## src/rtl/ram_pkg.sv

```systemverilog
`default_nettype none
// ============================================================================
// Module   : ram_pkg
// Brief    : Shared types and constants for the ram_sdp_clr RAM family.
// Revision : 1.0 - initial release
// ============================================================================
package ram_pkg;

   typedef enum logic [0:0] {
      ST_CLEAR = 1'b0,
      ST_READY = 1'b1
   } state_t;

   localparam int RDW_READ_FIRST  = 0;
   localparam int RDW_WRITE_FIRST = 1;

   function automatic int lane_count(input int data_w);
      return data_w / 8;
   endfunction

endpackage
`default_nettype wire

```

## src/rtl/ram_sdp_clr_if.sv

```systemverilog
`default_nettype none
// ============================================================================
// Module   : ram_sdp_clr_if
// Brief    : Write/read/clear bus of the simple-dual-port clearable RAM.
// Revision : 1.0 - initial release
// ============================================================================
interface ram_sdp_clr_if
   import ram_pkg::*;
#(
   parameter int DATA_W = 8,
   parameter int ADDR_W = 4
);
   localparam int c_lanes = lane_count(DATA_W);

   logic                 clr_req;
   logic                 wr_en;
   logic [c_lanes-1:0]   wr_be;
   logic [ADDR_W-1:0]    wr_addr;
   logic [DATA_W-1:0]    wr_data;
   logic                 rd_en;
   logic [ADDR_W-1:0]    rd_addr;
   logic [DATA_W-1:0]    rd_data;
   logic                 rd_valid;
   logic                 busy;
   logic                 init_done;

   modport master (
      output clr_req, wr_en, wr_be, wr_addr, wr_data, rd_en, rd_addr,
      input  rd_data, rd_valid, busy, init_done
   );

   modport slave (
      input  clr_req, wr_en, wr_be, wr_addr, wr_data, rd_en, rd_addr,
      output rd_data, rd_valid, busy, init_done
   );

endinterface
`default_nettype wire

```

## src/rtl/ram_be_merge.sv

```systemverilog
`default_nettype none
// ============================================================================
// Module   : ram_be_merge
// Brief    : Byte-lane merge of an old and a new word under a lane-enable mask.
// Revision : 1.0 - initial release
// ============================================================================
module ram_be_merge
   import ram_pkg::*;
#(
   parameter int DATA_W = 8
) (
   input  logic [DATA_W-1:0]            i_old,
   input  logic [DATA_W-1:0]            i_new,
   input  logic [lane_count(DATA_W)-1:0] i_be,
   output logic [DATA_W-1:0]            o_merged
);

   generate
      for (genvar k = 0; k < lane_count(DATA_W); k++) begin : g_lane
         assign o_merged[8*k +: 8] = i_be[k] ? i_new[8*k +: 8] : i_old[8*k +: 8];
      end
   endgenerate

endmodule
`default_nettype wire

```

## src/rtl/ram_sdp_clr.sv

```systemverilog
`default_nettype none
// ============================================================================
// Module   : ram_sdp_clr
// Brief    : Simple-dual-port RAM with byte enables, selectable read-during-
//            write behaviour and a sequenced full-memory clear.
// Revision : 1.0 - initial release
// ============================================================================
module ram_sdp_clr
   import ram_pkg::*;
#(
   parameter int                DATA_W   = 8,
   parameter int                ADDR_W   = 4,
   parameter int                RDW_MODE = RDW_READ_FIRST,
   parameter logic [DATA_W-1:0] CLR_VAL  = '0
) (
   input  logic          clk,
   input  logic          rst,
   ram_sdp_clr_if.slave  bus
);

   localparam int               c_depth    = 2 ** ADDR_W;
   localparam logic [ADDR_W-1:0] c_cnt_last = {ADDR_W{1'b1}};

   logic [DATA_W-1:0] r_mem [c_depth];

   state_t            r_state;
   state_t            w_state_nxt;
   logic [ADDR_W-1:0] r_clr_cnt;
   logic [DATA_W-1:0] r_rd_data;
   logic              r_rd_valid;
   logic              r_init_done;

   logic              w_user_ok;
   logic              w_wr_fire;
   logic              w_rd_fire;
   logic [DATA_W-1:0] w_wr_word;
   logic [DATA_W-1:0] w_rd_word;

   always_comb begin
      w_state_nxt = r_state;
      w_user_ok   = 1'b0;
      case (r_state)
         ST_CLEAR: begin
            if (r_clr_cnt == c_cnt_last) begin
               w_state_nxt = ST_READY;
            end
         end
         ST_READY: begin
            // A clear request pre-empts any user access in the same cycle
            if (bus.clr_req) begin
               w_state_nxt = ST_CLEAR;
            end else begin
               w_user_ok = 1'b1;
            end
         end
      endcase
   end

   assign w_wr_fire = w_user_ok & bus.wr_en;
   assign w_rd_fire = w_user_ok & bus.rd_en;

   ram_be_merge #(
      .DATA_W (DATA_W)
   ) u_merge (
      .i_old    (r_mem[bus.wr_addr]),
      .i_new    (bus.wr_data),
      .i_be     (bus.wr_be),
      .o_merged (w_wr_word)
   );

   generate
      if (RDW_MODE == RDW_WRITE_FIRST) begin : g_write_first
         assign w_rd_word = (w_wr_fire && (bus.wr_addr == bus.rd_addr))
                          ? w_wr_word : r_mem[bus.rd_addr];
      end else begin : g_read_first
         assign w_rd_word = r_mem[bus.rd_addr];
      end
   endgenerate

   always_ff @(posedge clk) begin
      if (rst) begin
         r_state     <= ST_CLEAR;
         r_clr_cnt   <= '0;
         r_rd_data   <= '0;
         r_rd_valid  <= 1'b0;
         r_init_done <= 1'b0;
      end else begin
         r_state    <= w_state_nxt;
         r_rd_valid <= w_rd_fire;
         if (r_state == ST_CLEAR) begin
            r_clr_cnt <= r_clr_cnt + ADDR_W'(1);
            if (r_clr_cnt == c_cnt_last) begin
               r_init_done <= 1'b1;
            end
         end else begin
            r_clr_cnt <= '0;
         end
         if (w_rd_fire) begin
            r_rd_data <= w_rd_word;
         end
      end
   end

   // Storage is left untouched while rst is held; the clear sequence follows.
   always_ff @(posedge clk) begin
      if (!rst) begin
         if (r_state == ST_CLEAR) begin
            r_mem[r_clr_cnt] <= CLR_VAL;
         end else if (w_wr_fire) begin
            r_mem[bus.wr_addr] <= w_wr_word;
         end
      end
   end

   assign bus.rd_data   = r_rd_data;
   assign bus.rd_valid  = r_rd_valid;
   assign bus.busy      = (r_state == ST_CLEAR);
   assign bus.init_done = r_init_done;

endmodule
`default_nettype wire

```

## src/flat_wrapper.sv

```systemverilog
// flat-port wrapper written by rule: the top's interface ports become plain ports
module ram_sdp_clr_flat import ram_pkg::*;
#(
   parameter int                DATA_W   = 8,
   parameter int                ADDR_W   = 4,
   parameter int                RDW_MODE = RDW_READ_FIRST,
   parameter logic [DATA_W-1:0] CLR_VAL  = '0
)
  (clk, rst, bus_clr_req, bus_wr_en, bus_wr_be, bus_wr_addr, bus_wr_data, bus_rd_en, bus_rd_addr, bus_rd_data, bus_rd_valid, bus_busy, bus_init_done);
  ram_sdp_clr_if #(.DATA_W(DATA_W), .ADDR_W(ADDR_W)) bus_i ();
  input  logic clk;
  input  logic rst;
  input wire logic [$bits(bus_i.clr_req)-1:0] bus_clr_req;
  input wire logic [$bits(bus_i.wr_en)-1:0] bus_wr_en;
  input wire logic [$bits(bus_i.wr_be)-1:0] bus_wr_be;
  input wire logic [$bits(bus_i.wr_addr)-1:0] bus_wr_addr;
  input wire logic [$bits(bus_i.wr_data)-1:0] bus_wr_data;
  input wire logic [$bits(bus_i.rd_en)-1:0] bus_rd_en;
  input wire logic [$bits(bus_i.rd_addr)-1:0] bus_rd_addr;
  output wire logic [$bits(bus_i.rd_data)-1:0] bus_rd_data;
  output wire logic [$bits(bus_i.rd_valid)-1:0] bus_rd_valid;
  output wire logic [$bits(bus_i.busy)-1:0] bus_busy;
  output wire logic [$bits(bus_i.init_done)-1:0] bus_init_done;
  assign bus_i.clr_req = bus_clr_req;
  assign bus_i.wr_en = bus_wr_en;
  assign bus_i.wr_be = bus_wr_be;
  assign bus_i.wr_addr = bus_wr_addr;
  assign bus_i.wr_data = bus_wr_data;
  assign bus_i.rd_en = bus_rd_en;
  assign bus_i.rd_addr = bus_rd_addr;
  assign bus_rd_data = bus_i.rd_data;
  assign bus_rd_valid = bus_i.rd_valid;
  assign bus_busy = bus_i.busy;
  assign bus_init_done = bus_i.init_done;
  ram_sdp_clr #(.DATA_W(DATA_W), .ADDR_W(ADDR_W), .RDW_MODE(RDW_MODE), .CLR_VAL(CLR_VAL)) u_core (.clk(clk), .rst(rst), .bus(bus_i));
endmodule
```

## config.mk

```make
export PLATFORM = sky130hd
export DESIGN_NAME = ram_sdp_clr_flat
export DESIGN_NICKNAME = d
export VERILOG_FILES = /design/src/rtl/ram_pkg.sv /design/src/rtl/ram_sdp_clr_if.sv /design/src/rtl/ram_be_merge.sv /design/src/rtl/ram_sdp_clr.sv /design/src/flat_wrapper.sv
export SDC_FILE = /design/constraint.sdc
export NUM_CORES = 1
export LEC_CHECK = 0
export CORE_ASPECT_RATIO = 0.7
export CORE_MARGIN = 2
export CORE_UTILIZATION = 56
export CTS_BUF_LIST = sky130_fd_sc_hd__clkbuf_8
export CTS_CLUSTER_DIAMETER = 60
export CTS_CLUSTER_SIZE = 8
export DETAILED_ROUTE_END_ITERATION = 6
export GPL_TIMING_DRIVEN = 1
export PLACE_DENSITY = 0.76
export SYNTH_ARGS = -nofsm -noshare
export SYNTH_HDL_FRONTEND = slang
export SYNTH_SLANG_ARGS = --single-unit
```

## constraint.sdc

```tcl
create_clock -name clk -period 2.65 [get_ports clk]
set_clock_uncertainty 0.2 [all_clocks]
set_input_delay 0.53 -clock clk [delete_from_list [all_inputs] [get_ports clk]]
set_output_delay 0.53 -clock clk [all_outputs]
set_load 0.005 [all_outputs]
```

### After elaboration in Yosys (flattened, before gate mapping)

Memories as Yosys holds them, arrays and structs flattened. A register that Yosys moved wholly into a read port is not among the register bits.
Cells that the tools add are included.

| cells by class | value |
|---|---|
| reductions and logical operators | 4 |
| $mul | 0 |
| add/sub/neg operators | 1 |
| div/mod/pow operators | 0 |
| equal/unequal tests | 2 |
| shift-type cells | 0 |
| bitwise operators | 3 |
| order comparisons | 0 |
| muxes and demuxes | 15 |

Operator list:

| operator | number |
|---|---|
| $mux W8 | 2 |
| $mux W1 | 11 |
| $reduce_or A8 Y1 | 1 |
| $add A4 B1 Y4 const B | 1 |
| $eq A4 B4 Y1 const B | 1 |
| $mux W4 | 1 |
| $reduce_and A2 Y1 | 2 |
| $and A1 B1 Y1 | 2 |
| $pmux W1 S2 | 1 |
| $reduce_or A2 Y1 | 1 |
| $ne A1 B1 Y1 const B | 1 |
| $not A1 Y1 | 1 |

| storage, ports and cells | value |
|---|---|
| bits in latches | 0 |
| logic and storage cells | 30 |
| input port bits | 22 |
| bits in read-only memories | 0 |
| register bits after elaboration | 7 |
| output and inout bits | 11 |
| memories | 1 |
| memory bits (writable) | 128 |

Memories:

| name | words | bits a word | read ports | clocked after memory_dff | write ports | line | RTL |
|---|---|---|---|---|---|---|---|
| u_core.r_mem | 16 | 8 | 1 | 1 | 1 | ram_sdp_clr.sv:24 | `logic [DATA_W-1:0] r_mem [c_depth];` |

### Logic depth before layout (Yosys ltp)

Gate-level depths: netlist of the first run.

| logic depth | value |
|---|---|
| depth in word-level cells | 10 |
| mapped depth | 6 |
| depth with buffers taken out | 4 |

### Modules after synthesis

A second synthesis of the first run with hierarchy kept.

| unflattened totals | value |
|---|---|
| cell total of the unflattened synthesis | 353 |
| area, all modules | 6822.8 µm² |

Modules (own cells, without submodules):

| module | times used | cells each | sequential area each (µm²) | area an instance (µm²) |
|---|---|---|---|---|
| ram_sdp_clr | 1 | 344 | 4144.0 | 6691.4 |
| ram_be_merge | 1 | 9 | 0.0 | 131.4 |

### Worst setup path before layout of the first run

OpenSTA, ideal clock, no wires.

| path | value |
|---|---|
| path type | input port to flip-flop |
| from | input bus_clr_req |
| to | memory u_core.r_mem[13][0] (enable) |
| setup slack | 176 ps |
| required time | 2080 ps |
| setup time | 370 ps |
| arrival | 1904 ps |
| path buffers | 2 |
| cell stages on the path | 6 |
| cell sequence | nor3b_1 -> and3_1 -> buf_2 -> clkbuf_1 -> a31oi_1 -> nor2_1 |

| on the way | value |
|---|---|
| longest elaborated chain between the ends | 10 |
| elaborated cells on any way between the ends | 11 |
| those cells by class | 8 x mux; 1 x bitwise; 2 x reduce/logical |

RTL lines:

| element | line | RTL |
|---|---|---|
| start: declaration | flat_wrapper.sv:13 | `input wire logic [$bits(bus_i.clr_req)-1:0] bus_clr_req;` |
| $mux W1 * | ram_sdp_clr.sv:50 | `if (bus.clr_req) begin` |
| $mux W1 * | ram_sdp_clr.sv:42 | `case (r_state)` |
| $and A1 B1 Y1 * | ram_sdp_clr.sv:59 | `assign w_wr_fire = w_user_ok & bus.wr_en;` |
| $mux W1 * | ram_sdp_clr.sv:109 | `end else if (w_wr_fire) begin` |
| $mux W1 * | ram_sdp_clr.sv:107 | `if (r_state == ST_CLEAR) begin` |
| $mux W1 * | ram_sdp_clr.sv:106 | `if (!rst) begin` |
| $mux W1 (implied by the code) * | ram_sdp_clr.sv:110 | `r_mem[bus.wr_addr] <= w_wr_word;` |
| $reduce_and A2 Y1 (no line) * | -- |  |
| $reduce_or A8 Y1 (no line) | -- |  |
| $mux W4 (no line) / $mux W1 (equally long branches) | -- |  |
| end: declaration | ram_sdp_clr.sv:24 |  |

Mark *: on every way between the ends. The rest lies on a longest branch, timed or not.

### Worst setup path after layout of the first run

| path | value |
|---|---|
| from | input rst |
| to | memory u_core.r_mem[12][0] (enable) |

| on the way | value |
|---|---|
| longest elaborated chain between the ends | 5 |
| elaborated cells on any way between the ends | 8 |
| those cells by class | 6 x mux; 2 x reduce/logical |

RTL lines:

| element | line | RTL |
|---|---|---|
| start: declaration | flat_wrapper.sv:12 | `input logic rst;` |
| $mux W1 | ram_sdp_clr.sv:106 |  |
| $mux W1 (implied by the code) | ram_sdp_clr.sv:110 |  |
| $reduce_and A2 Y1 (no line) | -- |  |
| $reduce_or A8 Y1 (no line) | -- |  |
| $mux W4 (no line) / $mux W1 (equally long branches) | -- |  |

Parallel ways exist; a longest one is shown, timed or not.

==> metrics.md, run 1 <==
| Metric | Value |
|---|---|
| DR vias | `about 3200` |
| Clock Latency Late Sink | `430 ps` |
| PortBufs | `32` |
| F_max | `between 0.3 and 0.4 GHz` |
| Routed len/inst | `21.47 um` |
| Period utilisation layout | `0.9497` |
| Io pins | `33` |
| Remaining routing DRC violations | `0` |
| Switching power | `a little under 0.001 W` |
| Layout cells sized above 1 | `0.2797` |
| Chip height | `88.03 um` |
| Beginning of the worst hold path | `u_core.bus.init_done` |
| CTS tree | `built` |
| WP data required | `around 2600 ps` |
| Net Sw Frac | `0.2288` |
| Final HPWL DP | `7.892 mm` |
| Clock root buffer | `clkbuf_8` |
| Cell Int Power | `between 0.003 and 0.004 W` |
| Crit-path max FO | `8` |
| Post-CTS setup buffers | `0` |
| Mux cell area share after synthesis | `0.1362` |
| Clock Pin Slew Worst Setup and Hold Paths | `around 80 ps` |
| Area Overhead vs Synth | `20.56%` |
| Simple-gate share of the synthesized area | `0.05981` |
| CP Buf/Inv Count | `4` |
| GR Overflow Total | `0` |
| Die Wd | `between 100 and 150 um` |
| Critical R2R Launch | `u_core.r_state` |
| R2R Setup Slk | `~320 ps` |
| Largest family of logic cells by synthesized area | `multiplexers` |
| Synth Area in Compound Gates | `0.04453` |
| XOR/XNOR share of the synthesized area | `0.003101` |
| Crit-path leading delay family | `buffers and inverters` |
| Fin nets | `around 410` |
| Share of power burned in registers | `0.570` |
| Post-synthesis sequential area ratio | `0.7337` |
| Mapped Cells | `approximately 310` |
| Crit path cell chain | `clkdlybuf4s50_1, nor3b_1, and3_1, buf_4, buf_4, mux2i_1, nor2_1, buf_4` |
| Number of global-route vias before repair | `3147` |
| Crit path max-delay cell type | `clkdlybuf4s50_1` |
| Clk network pwr share | `0.383` |
| Max IR drop VDD | `around 0.00035 V` |
| Slew HR | `0.3255` |
| Yosys cell types | `31` |
| Crit path launch type | `input pin` |
| First-pass GRT wire length | `between 15 and 20 mm` |
| Leakage Power | `approximately 2.5 nW` |
| Worst-margin pin slew | `between 1000 and 1500 ps` |
| Initial Util | `0.5787` |
| Syn_nets | `~340` |
| Remaining antenna violation count | `0` |
| DR iter-0 viols | `around 370` |
| Largest net degree at the start of global routing | `24` |
| RSZ-0062 raised after global routing | `false` |
| WP data arrival | `2500 ps` |
| WL final | `~11 mm` |
| CTS Hold Bufs | `0` |
| Min-Delay Path Class | `register to register` |
| Synth Area in Adders | `0.002215` |
| Post-synth EDFFs | `128` |
| Status | `completed` |
| Number of synthesized register bits | `roughly 140` |
| Setup TNS | `0 ps` |
| Minimum clock period | `~2500 ps` |
| Critical path class | `input pin to register` |
| Die area | `around 0.011 sq mm` |
| FP Rows | `30` |
| Critical path launch point | `rst` |
| Fin. Hold Viols | `0` |
| Ant. Diodes | `0` |
| GP Congestion | `0.8108` |
| Max Slew Vio Count | `0` |
| Ys Warns | `0` |
| CTS Sinks | `143` |
| All-Layer GR Usage | `0.2290` |
| Comb pwr share | `0.047` |
| First-pass iteration count of the detailed router | `5` |
| CTS resizes | `0` |
| Max-cap violations | `0` |
| Post-synth top flop | `edfxtp_1` |
| Endpoints failing setup | `0` |
| Core ar. | `about 0.01 sq mm` |
| Max H-tree Level | `4` |
| CP peak stage delay | `460 ps` |
| Hold_ws | `249.6 ps` |
| Worst-case clock buffer depth | `2` |
| Vias per cell | `5.944` |
| Power per Cell Area | `631.4 mW/mm^2` |
| Initial antenna violation count | `0` |
| Cts bufs inserted | `17` |
| Tot Pwr | `~0.0043 W` |
| Post-synth ARST share | `0` |
| Setup crit end kind | `register` |
| Mapped Area | `about 0.0056 sq mm` |
| Most frequent CP cell | `buf_4` |
| Mean post-synth cell area | `17.99 sq um` |
==> cell families (layout without fill, tap and decap cells) <==
kind of cell    count (synthesis)  after routing
buf+inv                        25            115
mux                            44             44
simple gates                   68             68
xor+xnor                        2              2
fa+ha+maj                       1              1
flops                         143            143
compound gates                 31             31
==> cells in the final DEF (no fill, tap or decap), drive strengths merged, types with 2 or more instances in the layout <==
cell type and n:
nor3 4, nor3b 2, nor2b 13, inv 19, and2 9, a211oi 4, clkinv 3, clkdlybuf4s50 31
a31oi 3, edfxtp 128, mux2i 3, a221o 8, xnor2 2, dfxtp 15, mux4 24, a32oi 2
nand2 5, clkbuf 17, o22ai 4, buf 41, mux2 17, clkinvlp 3, nand2b 2, nor2 28
a21oi 2, nand3 2, a2111oi 8
==> registers in the layout, indices dropped and copies added, names as in the netlist <==
name,count
u_core.r_mem,128
u_core.bus.rd_data,8
u_core.r_clr_cnt,4
u_core.bus.init_done,1
u_core.bus.rd_valid,1
u_core.r_state,1
==> cell type report <==
type	instances	area, sq um
Multi-Input combinational cell	146	1389
Clock inverter	15	150.1
Timing Repair Buffer	72	690.7
Clock buffer	17	234.0
Inverter	11	41.29
Fill cell	629	2950
Sequential cell	143	4144
Tap cell	128	160.2
==> cells in the mapped netlist, types with 2 or more instances <==
cell	instances	area, sq um
nand2_1	5	18.77
a221o_1	8	80.08
nor3_1	4	20.02
mux4_2	22	495.5
a2111oi_0	8	70.07
nor2b_1	13	81.33
o22ai_1	4	25.02
nand2b_1	2	12.51
inv_1	11	41.29
edfxtp_1	128	3844
a32oi_1	2	17.52
buf_2	5	25.02
nand3_1	2	10.01
and2_1	9	56.30
mux2_2	17	191.4
nor3b_1	2	15.01
dfxtp_1	15	300.3
a31oi_1	3	18.77
nor2_1	28	105.1
a211oi_1	4	30.03
mux2i_1	3	30.03
mux4_1	2	52.55
clkbuf_1	6	22.52
a21oi_1	2	10.01
xnor2_1	2	17.52
buf_6	2	22.52
==> path summary, 6_finish.rpt <==
path | end | depth (start not counted)
setup / recovery | u_core.r_mem[12][0] | 8
hold / removal | u_core.bus.init_done | 2
setup reg to reg | u_core.r_mem[12][0] | 7
hold reg to reg | u_core.bus.init_done | 2
==> tightest hold or removal path, delay by kind of cell (launching register included) <==
kind,cells,cell delay [ps]
flip-flops,1,310
buffers and inverters,1,50
AO/OA/AOI/OAI,1,50
==> metal layers <==
metal  wire length, um  GRT usage  share of wire
met1              5097     0.3246           0.45
met2              5449     0.3551           0.48
met3               754    0.06641          0.066
met4               120    0.06231          0.011
met5                 0          0              0
==> per-stage QoR <==
stage / setup slack (ps) / instances / util / instance area (sq um)
final: 133.4 / 532 / 0.6977 / 6809
after global routing: 4.368 / 532 / 0.6977 / 6809
after CTS: 132.1 / 532 / 0.6977 / 6809
after detailed placement: -316.3 / 500 / 0.6583 / 6425
after global placement: -187.7 / 500 / 0.6583 / 6425
after floorplan: 175.6 / 314 / - / 5648
==> power by group through the flow <==
| stage | Clock, W | Sequential [W] | Combinational, W |
|---|---|---|---|
| final | 0.00165 | 0.00245 | 0.000202 |
| after global routing | 0.00176 | 0.00245 | 0.000218 |
| after CTS | 0.00167 | 0.00245 | 0.000204 |
| after detailed placement | 0 | 0.00250 | 0.000203 |
| after global placement | 0 | 0.00250 | 0.000196 |
| after floorplan | 0 | 0.00250 | 0.000113 |
Note: power is estimated with default switching activity, not from simulation.
==> inputs of run 2 (changes only) <==
--- a/config.mk
+++ b/config.mk
@@ -12,7 +12,7 @@
 export CTS_CLUSTER_DIAMETER = 60
 export CTS_CLUSTER_SIZE = 8
 export DETAILED_ROUTE_END_ITERATION = 6
-export GPL_TIMING_DRIVEN = 1
+export GPL_TIMING_DRIVEN = 0
 export PLACE_DENSITY = 0.76
 export SYNTH_ARGS = -nofsm -noshare
 export SYNTH_HDL_FRONTEND = slang
==> metrics.md, run 2 (synthesis results as in run 1) <==
| Metric | Value |
|---|---|
| Io pins | `33` |
| CTS tree | `built` |
| Remaining routing DRC violations | `0` |
| Largest net degree at the start of global routing | `17` |
| Layout cells sized above 1 | `0.2813` |
| FP Rows | `30` |
| WP data arrival | `2540 ps` |
| Fin nets | `a little under 400` |
| R2R Setup Slk | `between 300 and 400 ps` |
| Max IR drop VDD | `between 0.0004 and 0.0005 V` |
| WP data required | `about 2600 ps` |
| First-pass GRT wire length | `around 17 mm` |
| Minimum clock period | `roughly 2600 ps` |
| Die Wd | `approximately 120 um` |
| Crit-path max FO | `8` |
| Critical path class | `input pin to register` |
| Most frequent cells in the layout | `128 x edfxtp_1, 31 x clkdlybuf4s50_1, 22 x mux4_2` |
| Crit path launch type | `input pin` |
| Biggest register | `u_core.r_mem` |
| All-Layer GR Usage | `0.2273` |
| Period utilisation layout | `0.9871` |
| Worst-margin pin slew | `around 960 ps` |
| Worst Reg-to-Reg Cells | `5` |
| Core ar. | `around 0.0098 sq mm` |
| RSZ-0062 raised after global routing | `true` |
| Clock root buffer | `clkbuf_8` |
| Remaining antenna violation count | `0` |
| Fin. Hold Viols | `0` |
| Reg-to-Reg End | `u_core.r_mem[3][3]` |
| FILL cells | `just over 600` |
| Commonest non-fill, non-tap cell in the layout | `edfxtp_1` |
| Number of global-route vias before repair | `between 3000 and 4000` |
| Tot Pwr | `between 0.004 and 0.005 W` |
| Critical path launch point | `rst` |
| Leakage Power | `~2.5 nW` |
| Hold depth | `2` |
| Hold EP | `u_core.bus.init_done` |
| Status | `completed` |
| DR vias | `roughly 3000` |
| Hold_ws | `approximately 260 ps` |
| PortBufs | `31` |
| Chip height | `between 80 and 90 um` |
| GR Overflow Total | `0` |
| CTS Hold Bufs | `0` |
| Clock Latency Late Sink | `~430 ps` |
| Number of flip-flops under the largest register name | `128` |
| Power per Cell Area | `~660 mW/mm^2` |
| Initial Util | `0.5787` |
| Beginning of the worst hold path | `u_core.bus.init_done` |
| Max Slew Vio Count | `0` |
| Pre-CTS setup slack | `-1137 ps` |
| Ant. Diodes | `0` |
| Clock Pin Slew Worst Setup and Hold Paths | `70 ps` |
| Setup TNS | `0 ps` |
| Design area | `0.006839 sq mm` |
| Max H-tree Level | `4` |
| Setup ws final | `34.21 ps` |
| F_max | `between 0.3 and 0.4 GHz` |
| Area post-placement | `0.006118 sq mm` |
| Routed len/inst | `around 22 um` |
| Slew HR | `0.3580` |
| CTS Sinks | `around 140` |
| GP Congestion | `roughly 0.80` |
| Vias per cell | `slightly below 6` |
| WL final | `between 10 and 15 mm` |
| Area Overhead vs Synth | `21.09%` |
| DR iter-0 viols | `around 250` |
| Final HPWL DP | `around 7.5 mm` |
| Die area | `~0.011 sq mm` |
| Max-cap violations | `0` |
| Setup crit end kind | `register` |
| Worst-case clock buffer depth | `2` |
| Cts bufs inserted | `17` |
| Critical R2R Launch | `u_core.r_state` |
| Endpoints failing setup | `0` |
| Min-Delay Path Class | `register to register` |
| First-pass iteration count of the detailed router | `5` |
| Initial antenna violation count | `0` |
run 2: changes by cell type in the layout (fill, tap and decap cells not counted), sizes merged:
cell / delta
clkinvlp: -1
clkinv: +3
inv: -5
clkbuf: +5
buf: -25
bufinv: +3
run 2: area by class of cell:
cell class,count,area [sq um],share of cell area
Buffer,14,77.57,0.01134
Timing Repair Buffer,38,450.4,0.06586
Sequential cell,143,4144,0.6059
Multi-Input combinational cell,146,1538,0.2248
Clock buffer,17,234.0,0.03421
Tap cell,128,160.2,0.02342
Inverter,11,41.29,0.006037
Clock inverter,15,193.9,0.02836
run 2: worst max-delay path by stage:
stage                           to  slack [ps]  depth (start not counted)
6_report       u_core.r_mem[11][5]          30                          6
5_1_grt        u_core.r_mem[11][4]         -60                          6
4_1_cts         u_core.r_mem[1][5]        -170                          6
3_5_place_dp   u_core.r_mem[14][7]       -1140                          7
3_3_place_gp   u_core.r_mem[14][7]       -1070                          7
2_1_floorplan  u_core.r_mem[13][0]         180                          6
run 2: timing repair:
action | in CTS | in global routing
setup endpoints to repair | 256 | 210
resized for setup | 22 | 19
setup buffers | 3 | 4
pin swaps | 3 | 5
run 2: where the power goes:
part | internal (W) | leakage (nW) | total, W | switching [W]
logic | 0.0000944 | 0.704 | 0.000212 | 0.000118
registers | 0.00244 | 1.53 | 0.00245 | 0.00000927
clock network | 0.00102 | 0.217 | 0.00183 | 0.000810
run 2: per-layer routing:
metal	routed length [um]	vias to the layer above	track usage
met5	0	-	0
met4	79	0	0.05618
met3	788	9	0.06771
met2	5311	105	0.3437
met1	5080	1543	0.3312
li1	-	1370	-
run 2: per-stage QoR:
step | instances | util
4_1_cts | 508 | 0.6846
5_1_grt | 512 | 0.7008
2_1_floorplan | 314 | -
3_3_place_gp | 473 | 0.6269
3_5_place_dp | 473 | 0.6269
6_report | 512 | 0.7008
run 2: worst max-delay path, stage by stage:
cell and delay (ps):
clkdlybuf4s50_1 550, or2_2 140, clkbuf_1 250, nor2_1 100, a32oi_1 740, nor2_4 210
